## src/rtl/fsm_lect_ram.sv

```systemverilog
// Sequential RAM scanner: on a request edge, reads N_WORDS words one at a time
// and hands each one to a consumer through a valid/ready pair.
//
// state | meaning
// IDLE  | waiting for a 0->1 edge on do_it_lect_ram
// READ  | read strobe high, dir_ram = index
// WAIT  | RAM latency cycle, word captured on the closing edge
// PRES  | dat_out presented, waiting for dat_ready
// DONE  | one-cycle completion pulse
module fsm_lect_ram #(
  parameter int N_WORDS = 16,
  parameter int DATA_W  = 8
) (
  input  logic              clk,
  input  logic              reset,
  input  logic              do_it_lect_ram,
  input  logic [DATA_W-1:0] dat_ram,
  input  logic              dat_ready,
  output logic [31:0]       dir_ram,
  output logic              r_ram_enable,
  output logic              w_ram_enable,
  output logic [DATA_W-1:0] dat_out,
  output logic              dat_valid,
  output logic              ram_to_rtc,
  output logic              done
);

  localparam int IDX_W = (N_WORDS > 1) ? $clog2(N_WORDS) : 1;
  localparam logic [IDX_W-1:0] LAST_IDX = IDX_W'(N_WORDS - 1);

  typedef enum logic [2:0] {
    S_IDLE = 3'd0,
    S_READ = 3'd1,
    S_WAIT = 3'd2,
    S_PRES = 3'd3,
    S_DONE = 3'd4
  } state_t;

  state_t              state_q, state_d;
  logic [IDX_W-1:0]    index_q, index_d;
  logic [IDX_W-1:0]    dir_q, dir_d;
  logic [DATA_W-1:0]   dat_q, dat_d;
  logic                req_q;

  // Request history resets to 1 so a level already high at release is not an edge.
  always_ff @(posedge clk or negedge reset) begin
    if (!reset) begin
      state_q <= S_IDLE;
      index_q <= '0;
      dir_q   <= '0;
      dat_q   <= '0;
      req_q   <= 1'b1;
    end else begin
      state_q <= state_d;
      index_q <= index_d;
      dir_q   <= dir_d;
      dat_q   <= dat_d;
      req_q   <= do_it_lect_ram;
    end
  end

  always_comb begin
    state_d = state_q;
    index_d = index_q;
    dat_d   = dat_q;
    case (state_q)
      S_IDLE: begin
        if (do_it_lect_ram && !req_q) begin
          state_d = S_READ;
          index_d = '0;
        end
      end
      S_READ: state_d = S_WAIT;
      S_WAIT: begin
        dat_d   = dat_ram;
        state_d = S_PRES;
      end
      S_PRES: begin
        if (dat_ready) begin
          if (index_q == LAST_IDX) begin
            state_d = S_DONE;
          end else begin
            index_d = index_q + 1'b1;
            state_d = S_READ;
          end
        end
      end
      S_DONE:  state_d = S_IDLE;
      default: state_d = S_IDLE;
    endcase
    // Address register loads only when entering READ, otherwise holds.
    dir_d = (state_d == S_READ) ? index_d : dir_q;
  end

  always_comb begin
    r_ram_enable = (state_q == S_READ);
    w_ram_enable = 1'b0;
    dat_valid    = (state_q == S_PRES);
    done         = (state_q == S_DONE);
    ram_to_rtc   = (state_q != S_IDLE);
    dat_out      = dat_q;
    dir_ram      = {{(32 - IDX_W){1'b0}}, dir_q};
  end

endmodule

```

## config.mk

```make
export PLATFORM = sky130hd
export DESIGN_NAME = fsm_lect_ram
export DESIGN_NICKNAME = d
export VERILOG_FILES = /design/src/rtl/fsm_lect_ram.sv
export SDC_FILE = /design/constraint.sdc
export NUM_CORES = 1
export LEC_CHECK = 0
export CAP_MARGIN = 25
export CORE_MARGIN = 2
export CORE_UTILIZATION = 40
export DETAILED_ROUTE_END_ITERATION = 12
export PLACE_DENSITY = 0.89
export SETUP_SLACK_MARGIN = 0.3
export SKIP_CTS_REPAIR_TIMING = 1
export SLEW_MARGIN = 20
export SYNTH_ARGS = -nofsm -noshare
export SYNTH_HDL_FRONTEND = slang
export SYNTH_SLANG_ARGS = --single-unit
```

## constraint.sdc

```tcl
create_clock -name clk -period 1.8 [get_ports clk]
set_input_delay 0.27 -clock clk [delete_from_list [all_inputs] [get_ports clk]]
set_output_delay 0.27 -clock clk [all_outputs]
set_load 0.01 [all_outputs]
```

==> reports/results.tsv <==
stage	metric	value	unit
cells_and_area	synth-to-layout area growth	35.0	%
route	via count	826	
logic_synthesis	most frequent cell after synthesis	buf_4	
timing	Fin. Hold Viols	0	
placement	routability congestion estimate	0.880	
clock_network	Max Root-Sink Buffers	2	
logic_synthesis	cells after synthesis	102	
cells_and_area	# diodes	0	
logic_synthesis	number of flops mapped to enable cells by yosys	0	
global_route	Tot GR Track Use	0.121	
route	routed wl met2	1.21	mm
timing	Period minus WS final	1.57	ns
logic_synthesis	flops & latches, synth	20	
timing	Final WS setup	0.226	ns
clock_network	Num CTS Buffers	3	
timing	period utilization	0.874	
timing	Slew Limit Fails	0	
critical_path	Data required, critical path	1.53	ns
pwr	Max VDD drop	0.000896	V
floorplanning	FP Rows	19	
route	highest metal layer with signal wires	met4	
critical_path	Reg2Reg Depth	4	
critical_path	WP buf/inv	4	
route	DR DRC count	0	
clock_network	TritonCTS clock tree	done	
route	drt first pass iters	4	
pwr	Pleak	0.832	nW
run_status	outcome	completed	
clock_network	Skew-Pair Late Insertion Delay	0.29	ns
logic_synthesis	most frequent cells after synthesis	32 x buf_4, 19 x dfrtp_1, 9 x mux2_2	
logic_synthesis	Synth Flop Type	dfrtp_1	
floorplanning	IO Pins	57	
global_route	vias in the first global route	680	
logic_synthesis	synth unique cells	30	
critical_path	largest delay contributor family on the critical path	flip-flops	
global_route	grt ovf	0	
placement	Place WS	0.176	ns
timing	worst clock skew	0.000853	ns
logic_synthesis	Mapped Area	1150	sq um
logic_synthesis	async set or reset register ratio after synthesis	1.00	
floorplanning	die height	57.6	um
critical_path	Critical Path End Type	output port	
logic_synthesis	syn_area_per_cell	11.3	sq um
global_route	initial antenna violation count	0	
critical_path	crit start category	register	
route	DR iter-0 viols	27	
clock_network	H-tree levels	1	
run	# Max-Cap Violations	0	
critical_path	CP Max Fanout	5	
critical_path	WS Path Type	register to output port	
cells_and_area	share of cells above drive strength 1	0.310	
logic_synthesis	register area share after synthesis	0.436	
critical_path	reg2reg start	index_q[1]$_DFF_PN0_	
critical_path	most frequent CP cell	buf_6	
floorplanning	Starting Density	0.421	
critical_path	worst reg2reg setup slack	0.33	ns
critical_path	Crit path arrival time	1.30	ns
critical_path	max incr delay on CP	0.46	ns
critical_path	CP max-delay cell	dfrtp_2	
logic_synthesis	area leader, netlist	dfrtp_1	
logic_synthesis	Synth area leaders	dfrtp_1 41%, buf_4 21%, mux2_2 8.8%, a32oi_4 2.4%, dfstp_2 2.3%	
clock_network	Clock Sink Count	20	
global_route	first-pass GRT wire length	3.11	mm
route	Routed Antenna Nets	0	
logic_synthesis	synth warn	0	
clock_network	clock root buffer	clkbuf_4	
global_route	pin count of the biggest net entering global routing	12	
cells_and_area	final-stage net count	159	
floorplanning	Core Box Area	2730	sq um
route	vias per cell	4.69	
clock_network	Clock transition at path regs	0.11	ns
route	WL met3	172	um
pwr	PwrDens	1500	nW/um^2
cells_and_area	Finished Core Util	0.568	
floorplanning	die area	3320	sq um
timing	max frequency	0.635	GHz
timing	worst hold margin	0.271	ns
route	Metal-1 WL	851	um
logic_synthesis	post-synth top area share	0.413	
route	drt wl/cell	13.0	um
route	drt total wl	2.29	mm
timing	Setup Viol. Count Final	0	
critical_path	capture point of the worst reg-to-reg path	dir_q[3]$_DFFE_PN0N_	
placement	PortBufs	27	
pwr	Pwr Total	2.33	mW
timing	RSZ-0062 raised after global routing	yes	
floorplanning	die extent in x	57.6	um
cells_and_area	final instance area	1550	sq um
placement	HPWL after DPL	1.52	mm
placement	area post-placement	1340	sq um
worst_hold_path	HP Class	primary input to async pin	
critical_path	CP cell instances	buf_6 -> buf_6 -> nor3_4 -> inv_1 -> clkbuf_2	
-- stage by stage --
stage	setup TNS, ns	cells
floorplan	0	130
global placement	0	158
detailed placement	0	158
CTS	-0.469	162
global route	0	176
finish	0	176
-- how the worst max path moves through the flow --
stage,start,endpoint,slack [ns],cells past startpoint
after floorplan,index_q[0]$_DFF_PN0_,dir_q[3]$_DFFE_PN0N_,0.31,4
after global routing,state_q[1]$_DFF_PN0_,ram_to_rtc,0.13,5
after detailed placement,state_q[2]$_DFF_PN0_,done,0.18,2
after global placement,state_q[0]$_DFF_PN0_,r_ram_enable,0.20,2
after CTS,state_q[2]$_DFF_PN0_,done,-0.17,2
final,state_q[1]$_DFF_PN0_,ram_to_rtc,0.23,5
-- power breakdown --
part,switching (mW),internal (mW)
Combinational,0.507,0.760
Clock,0.130,0.123
Sequential,0.160,0.653
Total,0.798,1.54
-- cells by family after synthesis --
group / count (synthesis) / synth area share
AO/OA/AOI/OAI: 15 / 0.112
XOR/XNOR: 1 / 0.00762
adder cells (fa/ha/maj): 1 / 0.0109
buffers and inverters: 34 / 0.215
flip-flops: 20 / 0.436
multiplexers: 9 / 0.0881
other: 1 / 0.00326
AND/OR/NAND/NOR: 21 / 0.126
-- state kept, by name, summed over array words and instances (netlist names) --
name,flops
state_q,3
dir_q,4
index_q,4
dat_out,8
req_q,1
-- cell usage in the layout, fill, tap and decap left out, types with 2 or more instances in the layout --
cell type / n
nor2_1: 2
a21oi_1: 3
dlymetal6s2s_1: 13
nand3_1: 4
dfrtp_1: 16
buf_6: 3
mux2_2: 9
clkdlybuf4s50_1: 12
inv_1: 2
dfrtp_2: 3
o21ai_0: 2
buf_4: 12
o21bai_1: 2
nor3b_2: 2
conb_1: 29
clkbuf_4: 3
a21o_1: 2
nand2_1: 3
nor3_1: 3
-- final cells by class --
class	count	area [sq um]
clock buffers	4	36.3
inverters	2	7.51
well taps	31	38.8
fillers	216	1180
repair buffers	43	437
flip-flops and latches	20	505
multi-input cells	76	528
-- metal layers --
metal	GRT usage	vias up
met2	0.216	42
met1	0.138	391
li1	-	385
met3	0.0290	8
met5	0	-
met4	0.0498	0
-- worst reg2reg max path: stages (launching register included) --
cell and delay [ns]:
dfrtp_1 0.44, ha_4 0.21, or2b_1 0.25, mux2_2 0.26
a32o_1 0.21
Note: power is estimated with default switching activity, not from simulation.
